===== src/rtl/spi2adc_if.sv =====
`timescale 1ns/1ps
// SPI2ADC bus: the conversion request/result handshake towards the user
// logic plus the four-wire SPI link to an MCP3002-style ADC.
interface spi2adc_if;
    logic       start;
    logic       channel;
    logic [9:0] data_out;
    logic       data_valid;
    logic       busy;
    logic       ADC_CS;
    logic       ADC_SCK;
    logic       ADC_SDO;
    logic       ADC_SDI;

    // The controller side: takes requests and ADC data, drives the SPI pins.
    modport master (
        input  start, channel, ADC_SDI,
        output data_out, data_valid, busy, ADC_CS, ADC_SCK, ADC_SDO
    );

    // The user/ADC side: issues requests, returns ADC data.
    modport slave (
        output start, channel, ADC_SDI,
        input  data_out, data_valid, busy, ADC_CS, ADC_SCK, ADC_SDO
    );
endinterface


===== src/rtl/spi2adc.sv =====
`timescale 1ns/1ps
// SPI2ADC: runs one 16-SCK single-ended conversion on an MCP3002-style ADC
// per accepted start and presents the 10-bit result with a one-cycle strobe.
// Every SPI output is decoded from the state and the half-period counters,
// so SCK edges line up exactly with CLOCK_50 cycle boundaries.
module spi2adc #(
    parameter int HALF_PERIOD = 25
) (
    input logic       CLOCK_50,
    input logic       reset,
    spi2adc_if.master bus
);

    localparam int            CW   = $clog2(HALF_PERIOD);
    localparam logic [CW-1:0] LAST = CW'(HALF_PERIOD - 1);

    typedef enum logic [1:0] {IDLE, SETUP, SHIFT, RECOVER} state_t;

    state_t        state;
    state_t        next_state;
    logic [CW-1:0] half_cnt;
    logic [3:0]    bit_cnt;
    logic          sck_high;
    logic          chan_q;
    logic [9:0]    shift_q;
    logic [9:0]    data_q;
    logic          half_done;
    logic [4:0]    sdo_idx;

    assign half_done = (half_cnt == LAST);

    // While SCK is high the ADC samples command bit k; during the low half
    // the next command bit is already presented.
    assign sdo_idx = sck_high ? {1'b0, bit_cnt} : ({1'b0, bit_cnt} + 5'd1);

    // Command word: start, single-ended, channel, MSB-first, then zeros.
    function automatic logic cmd_bit(input logic [4:0] idx, input logic ch);
        case (idx)
            5'd0, 5'd1, 5'd3: cmd_bit = 1'b1;
            5'd2:             cmd_bit = ch;
            default:          cmd_bit = 1'b0;
        endcase
    endfunction

    // State register; reset always wins over a pending start.
    always_ff @(posedge CLOCK_50) begin
        if (reset) begin
            state <= IDLE;
        end else begin
            state <= next_state;
        end
    end

    // Next state: SHIFT hands over to RECOVER as the 16th SCK high half ends,
    // so the last SCK low half is spent with CS already released.
    always_comb begin
        next_state = state;
        case (state)
            IDLE:    if (bus.start) next_state = SETUP;
            SETUP:   if (half_done) next_state = SHIFT;
            SHIFT:   if (half_done && sck_high && (bit_cnt == 4'd15)) next_state = RECOVER;
            RECOVER: if (half_done) next_state = IDLE;
            default: next_state = IDLE;
        endcase
    end

    // Timing counters, channel latch, ADC data capture and result register.
    always_ff @(posedge CLOCK_50) begin
        if (reset) begin
            half_cnt <= '0;
            bit_cnt  <= '0;
            sck_high <= 1'b0;
            chan_q   <= 1'b0;
            shift_q  <= '0;
            data_q   <= '0;
        end else begin
            if ((state == IDLE) || half_done) begin
                half_cnt <= '0;
            end else begin
                half_cnt <= half_cnt + CW'(1);
            end

            if ((state == IDLE) && bus.start) begin
                chan_q <= bus.channel;
            end

            if (state == SETUP) begin
                sck_high <= 1'b1;
                bit_cnt  <= '0;
            end else if ((state == SHIFT) && half_done) begin
                sck_high <= ~sck_high;
                if (!sck_high) begin
                    bit_cnt <= bit_cnt + 4'd1;
                end
            end

            if ((state == SHIFT) && sck_high && (half_cnt == '0) &&
                (bit_cnt >= 4'd5) && (bit_cnt <= 4'd14)) begin
                shift_q <= {shift_q[8:0], bus.ADC_SDI};
            end

            if ((state == SHIFT) && (next_state == RECOVER)) begin
                data_q <= shift_q;
            end
        end
    end

    // Moore outputs decoded from state and counters.
    always_comb begin
        bus.ADC_CS     = 1'b1;
        bus.ADC_SCK    = 1'b0;
        bus.ADC_SDO    = 1'b0;
        bus.busy       = 1'b1;
        bus.data_valid = 1'b0;
        case (state)
            IDLE: begin
                bus.busy = 1'b0;
            end
            SETUP: begin
                bus.ADC_CS  = 1'b0;
                bus.ADC_SDO = 1'b1;
            end
            SHIFT: begin
                bus.ADC_CS  = 1'b0;
                bus.ADC_SCK = sck_high;
                bus.ADC_SDO = cmd_bit(sdo_idx, chan_q);
            end
            RECOVER: begin
                bus.data_valid = (half_cnt == '0);
            end
            default: begin
                bus.busy = 1'b0;
            end
        endcase
    end

    assign bus.data_out = data_q;

endmodule


===== src/flat_wrapper.sv =====
// flat-port wrapper written by rule: the top's interface ports become plain ports
module spi2adc_flat 
#(
    parameter int HALF_PERIOD = 25
)
  (CLOCK_50, reset, bus_start, bus_channel, bus_ADC_SDI, bus_data_out, bus_data_valid, bus_busy, bus_ADC_CS, bus_ADC_SCK, bus_ADC_SDO);
  spi2adc_if bus_i ();
  input logic CLOCK_50;
  input logic reset;
  input wire logic [$bits(bus_i.start)-1:0] bus_start;
  input wire logic [$bits(bus_i.channel)-1:0] bus_channel;
  input wire logic [$bits(bus_i.ADC_SDI)-1:0] bus_ADC_SDI;
  output wire logic [$bits(bus_i.data_out)-1:0] bus_data_out;
  output wire logic [$bits(bus_i.data_valid)-1:0] bus_data_valid;
  output wire logic [$bits(bus_i.busy)-1:0] bus_busy;
  output wire logic [$bits(bus_i.ADC_CS)-1:0] bus_ADC_CS;
  output wire logic [$bits(bus_i.ADC_SCK)-1:0] bus_ADC_SCK;
  output wire logic [$bits(bus_i.ADC_SDO)-1:0] bus_ADC_SDO;
  assign bus_i.start = bus_start;
  assign bus_i.channel = bus_channel;
  assign bus_i.ADC_SDI = bus_ADC_SDI;
  assign bus_data_out = bus_i.data_out;
  assign bus_data_valid = bus_i.data_valid;
  assign bus_busy = bus_i.busy;
  assign bus_ADC_CS = bus_i.ADC_CS;
  assign bus_ADC_SCK = bus_i.ADC_SCK;
  assign bus_ADC_SDO = bus_i.ADC_SDO;
  spi2adc #(.HALF_PERIOD(HALF_PERIOD)) u_core (.CLOCK_50(CLOCK_50), .reset(reset), .bus(bus_i));
endmodule

===== config.mk =====
export PLATFORM = sky130hd
export DESIGN_NAME = spi2adc_flat
export DESIGN_NICKNAME = d
export VERILOG_FILES = /design/src/rtl/spi2adc_if.sv /design/src/rtl/spi2adc.sv /design/src/flat_wrapper.sv
export SDC_FILE = /design/constraint.sdc
export NUM_CORES = 1
export LEC_CHECK = 0
export ABC_AREA = 1
export CELL_PAD_IN_SITES_DETAIL_PLACEMENT = 0
export CELL_PAD_IN_SITES_GLOBAL_PLACEMENT = 1
export CORE_AREA = 2 2 88 56
export CTS_CLUSTER_DIAMETER = 150
export CTS_CLUSTER_SIZE = 10
export DETAILED_ROUTE_END_ITERATION = 6
export DIE_AREA = 0 0 90 58
export GPL_TIMING_DRIVEN = 1
export PLACE_DENSITY_LB_ADDON = 0.1
export SLEW_MARGIN = 20
export SYNTH_ARGS = -nofsm -noshare
export SYNTH_HDL_FRONTEND = slang
export SYNTH_SLANG_ARGS = --single-unit
export TNS_END_PERCENT = 100

===== constraint.sdc =====
create_clock -name CLOCK_50 -period 2.1 [get_ports CLOCK_50]
set_input_delay 0.21 -clock CLOCK_50 [delete_from_list [all_inputs] [get_ports CLOCK_50]]
set_output_delay 0.21 -clock CLOCK_50 [all_outputs]
set_load 0.005 [all_outputs]

Word level (Yosys, flattened, before mapping)
Index checks and enable logic that the tools add are counted.
- input port bits: 5
- RAM bits: 0
- memories kept: 0
- output and inout port bits: 15
- bits in registers: 33
- bits in latches: 0
- logic and storage cells: 55
- ROM bits: 0
- shifts and indexed selects: 0
- multiplexer cells: 14
- bitwise operators: 1
- $mul: 0
- reductions and logical operators: 19
- add/subtract/negate cells: 3
- magnitude comparators: 2
- equality and inequality tests: 9
- div/mod/pow operators: 0
- operator list (cell ; number):
    equality test 5 x 2 -> 1 bit (second input constant) ; 2
    logical NOT 5 bit ; 2
    logical AND 1 bit ; 9
    2-to-1 mux 2 bit ; 4
    one-hot mux 2 bit (4 select lines) ; 1
    equality test 2 bit (second input constant) ; 3
    2-to-1 mux 1 bit ; 6
    OR reduction 2 bit ; 3
    adder 4 x 1 -> 5 bit (second input constant) ; 1
    adder 5 x 1 -> 5 bit (second input constant) ; 1
    equality test 5 x 1 -> 1 bit (second input constant) ; 1
    equality test 5 bit (second input constant) ; 1
    2-to-1 mux 5 bit ; 1
    adder 4 x 1 -> 4 bit (second input constant) ; 1
    equality test 4 bit (second input constant) ; 1
    >= comparator 4 x 3 -> 1 bit (second input constant) ; 1
    <= comparator 4 bit (second input constant) ; 1
    one-hot mux 1 bit (2 select lines) ; 2
    OR reduction 3 bit ; 1
    equality test 2 x 1 -> 1 bit (second input constant) ; 1
    logical NOT 2 bit ; 1
    AND reduction 2 bit ; 1
    nonzero test 2 bit ; 1
    logical OR 1 bit ; 1
    NOT 1 bit ; 1

Depth between registers and ports, before layout
- word-level depth: 7
- gate-level depth with buffers: 13
- depth with buffers taken out: 12

Worst setup path before layout
No wires, ideal clock.
- path type: reg2reg
- start point: register u_core.state[0]
- end point: register u_core.data_q[0], in the netlist u_core.bus.data_out[0]
- path slack: 0.605 ns
- data arrival time: 1.433 ns
- library setup time: 0.062 ns
- path buffers: 1
- clock period less this slack: 1.495 ns
- cell stages (with the launch flop): 9
- required time: 2.038 ns
- cell sequence: dfxtp_1 -> inv_1 -> ha_1 -> o21ai_1 -> inv_1 -> nor2_1 -> bufbuf_8 -> a21oi_2 -> nor2_2
- cells in the longest elaborated chain, start to end: 4
- elaborated cells between the ends (all ways): 11
- classes of those cells: eq/ne: 4; mux: 5; reduce/logical: 2
- ends and longest elaborated chain (item ; RTL line ; RTL):
    start: declaration ; spi2adc.sv:19 ; state_t state;
    start signal: assignment ; spi2adc.sv:50 ; state <= next_state;
    equality test 2 bit (tied with other cells) ; spi2adc.sv:58 ; case (state)
    one-hot mux 2 bit (4 select lines) ; spi2adc.sv:58 ;
    equality test 2 bit ; spi2adc.sv:102 ; if ((state == SHIFT) && (next_state == RECOVER)) begin
    logical AND 1 bit * ; spi2adc.sv:102 ;
    end signal: assignment ; spi2adc.sv:103 ; data_q <= shift_q;
    end: declaration ; spi2adc.sv:26 ; logic [9:0] data_q;
Mark *: on every way between the ends. The rest lies on a longest branch, timed or not.
A chain may end at the register's enable or synchronous reset.

Final worst setup path
- start point: register u_core.bit_cnt[1]
- end point: output bus_ADC_SDO
- cells in the longest elaborated chain, start to end: 6
- elaborated cells between the ends (all ways): 9
- classes of those cells: add/sub: 1; eq/ne: 3; mux: 3; reduce/logical: 2
- ends and longest elaborated chain (item ; RTL line ; RTL):
    start: declaration ; spi2adc.sv:22 ; logic [3:0] bit_cnt;
    start signal: assignment ; spi2adc.sv:93 ; bit_cnt <= bit_cnt + 4'd1;
    adder 4 x 1 -> 5 bit ; spi2adc.sv:34 ; assign sdo_idx = sck_high ? {1'b0, bit_cnt} : ({1'b0, bit_cnt} + 5'd1);
    2-to-1 mux 5 bit * ; spi2adc.sv:34 ;
    equality test 5 x 1 -> 1 bit (tied with other cells) ; spi2adc.sv:38 ; case (idx)
    OR reduction 3 bit ; spi2adc.sv:38 ;
    one-hot mux 1 bit (2 select lines) * ; spi2adc.sv:38 ;
    one-hot mux 1 bit (2 select lines) * ; spi2adc.sv:115 ; case (state)
    end: declaration ; flat_wrapper.sv:18 ; output wire logic [$bits(bus_i.ADC_SDO)-1:0] bus_ADC_SDO;
Marked as above.

==> results.json <==
{
  "ctsHoldBuffers": 0,
  "num_vias": 1361,
  "multi_input_comb_area_sq_um": 840.8,
  "p_switching_mw": 0.4990,
  "core-area_sq_mm": 0.004422,
  "power_frac_comb_pct": 25.5,
  "antennaDiodeCount": 0,
  "leakage_nw": 0.8282,
  "gr-usage-all-layers_pct": 15.14,
  "syn-cell-area_sq_mm": 0.001712,
  "finalHoldViolCount": 0,
  "clkPwrFrac_pct": 30.2,
  "wl_per_cell_um": 11.52,
  "power.internal_mw": 1.047,
  "skew_ns": 0.005916,
  "num-fill-cells": 455,
  "cts_root_buf": "clkbuf_8",
  "dieArea_sq_mm": 0.005220,
  "io_pins": 20,
  "globalRouteOverflowTotal": 0,
  "required_ns": 1.89,
  "max_freq_mhz": 506.7,
  "drive_gt1_share_pct": 17.89,
  "dieHeight_um": 58,
  "drv_cap": 0,
  "final-seq-area_sq_um": 666.9,
  "fin_crit_sh_pct": 93.97,
  "layout_setup_ws_ns": 0.1266,
  "rsz0062_at_grt": "no",
  "path_class": "reg -> out",
  "routed_wl_um": 3560,
  "antenna_found_initial": 0,
  "grt_max_degree": 22,
  "final_cell_mix": "34 x inv_1, 31 x nand2_1, 30 x dfxtp_1, 19 x nand3_1",
  "place_congestion": 0.8065,
  "end_kind": "primary output",
  "drt-initial-drc-count": 73,
  "synth_nets": 238,
  "cp.arrival_ns": 1.76,
  "ys_seq_elements": 33,
  "synthCells": 222,
  "slowest_stage": "dfxtp_4",
  "drc": 0,
  "clk_pin_slew_ns": 0.07,
  "die_w_um": 90,
  "setup_viol": 0,
  "sequentialPowerShare_pct": 44.3,
  "drtAntennaViolNets": 0,
  "final_util_pct": 46.29,
  "slew_viol_final": 0,
  "hp-class": "reg -> reg",
  "portBuffers": 19,
  "cp_top_family": "compound AO/OA/AOI/OAI gates",
  "peakVddDrop_uv": 329.3,
  "p_sw_share_pct": 32.29,
  "yosysSeqAreaShare_pct": 38.60,
  "grt_pass1_vias": 1181,
  "critical_path.max_fanout": 5,
  "ys_warn_count": 0,
  "viasPerCell": 4.405,
  "cp-start-kind": "flop",
  "cts_buffer_depth": 2,
  "ys_types": 27,
  "rows": 19,
  "cts.repair.resized": 3,
  "max-slew-margin-rel_pct": 77.29,
  "syn2layout_area_growth_pct": 19.59,
  "cts_tree": "built",
  "dr.pass1.iters": 4,
  "outcome": "finished clean",
  "hpwl_um": 2686,
  "ctsHtreeMaxLevel": 2,
  "powerDensity_mw_per_mm2": 755.0,
  "worst_pin_slew_ns": 0.3396,
  "avgSynthCellArea_sq_um": 7.710,
  "post_cts_buffers": 0,
  "initial_utilization_pct": 38.71,
  "crit_chain": "inv_1 -> ha_1 -> nand2_1 -> nand2_1 -> o21ai_0 -> o21ai_0 -> a21oi_1 -> dlygate4sd2_1",
  "cts_sinks": 33,
  "cpPeakStageDelay_ns": 0.37,
  "nets": 261,
  "fin_crit_ns": 1.973,
  "clock_latency_ns": 0.28,
  "fin_tns_setup_ns": 0,
  "path_buf_inv": 2,
  "final_common_cell": "inv_1",
  "cts_buffers": 5,
  "grt_pass1_wl_um": 6161,
  "place_ws_ns": 0.08069
}
## cell type report
class | instances | share of cell area (%)
clock buffers | 5 | 3.362
inverters | 36 | 6.601
multi-input cells | 145 | 41.08
flip-flops and latches | 33 | 32.58
clock inverters | 3 | 0.8557
repair buffers | 24 | 11.67
well taps | 63 | 3.851
## cell usage after synthesis (all sizes together)
cell type  number  area [sq um]
a21oi          28         177.7
dfxtp          33         660.6
nand3          20         105.1
o21bai          1         7.510
bufbuf          1         18.77
ha             11         137.6
o21ai          22         121.4
clkbuf          1         3.750
nor3            4         20.02
nand2          33         133.9
inv            36         135.1
xnor2           1         8.760
nor2           23         116.4
buf             6         52.55
a31oi           2         12.51
## flip-flops by register name, indices dropped and copies added, names as in the netlist
signal	count
u_core.bus.data_out	10
u_core.state	2
u_core.bit_cnt	4
u_core.sck_high	1
u_core.chan_q	1
u_core.shift_q	10
u_core.half_cnt	5
## tightest hold or removal path, cell delays in order, from the launching register on
cell and delay [ns]:
dfxtp_1 0.30, inv_1 0.06, a21oi_1 0.05
## kinds of logic (layout without fill, tap and decap cells)
kind of cell | count (synthesis) | in the layout | synth area share [%]
simple gates | 80 | 80 | 21.93
compound gates | 53 | 53 | 18.64
buf+inv | 44 | 68 | 12.28
flops | 33 | 33 | 38.60
fa+ha+maj | 11 | 11 | 8.041
xor+xnor | 1 | 1 | 0.5118
## path summary, 6_finish.rpt
path / slack (ns) / cells after the start / endpoint / from
setup / recovery: 0.13 / 8 / bus_ADC_SDO / u_core.bit_cnt[1]
hold / removal: 0.46 / 2 / u_core.shift_q[9] / u_core.shift_q[9]
setup reg to reg: 0.37 / 12 / u_core.bus.data_out[7] / u_core.half_cnt[0]
hold reg to reg: 0.46 / 2 / u_core.shift_q[9] / u_core.shift_q[9]
## routing by layer
| layer | wire length, um | track usage (%) | vias up |
|---|---|---|---|
| li1 | - | - | 755 |
| met1 | 2244 | 27.14 | 578 |
| met2 | 1130 | 14.82 | 25 |
| met3 | 168 | 4.551 | 3 |
| met4 | 16 | 4.615 | 0 |
| met5 | 0 | 0 | - |
## stage by stage
step / std cells / area [sq um] / hold slack [ns] / power, mW
floorplan: 222 / 1712 / 0.2791 / 0.9974
global placement: 301 / 1956 / 0.4479 / 1.100
detailed placement: 301 / 1956 / 0.4487 / 1.092
CTS: 309 / 2043 / 0.4600 / 1.561
global route: 309 / 2047 / 0.4828 / 1.648
finish: 309 / 2047 / 0.4566 / 1.546
## power by group through the flow
| stage | logic, mW | registers [mW] | clock network [mW] |
|---|---|---|---|
| after floorplan | 0.304 | 0.694 | 0 |
| after global placement | 0.402 | 0.698 | 0 |
| after detailed placement | 0.393 | 0.699 | 0 |
| after CTS | 0.393 | 0.685 | 0.483 |
| after global routing | 0.438 | 0.690 | 0.520 |
| final | 0.395 | 0.685 | 0.466 |
No activity file was read; power rests on OpenSTA's default activity.
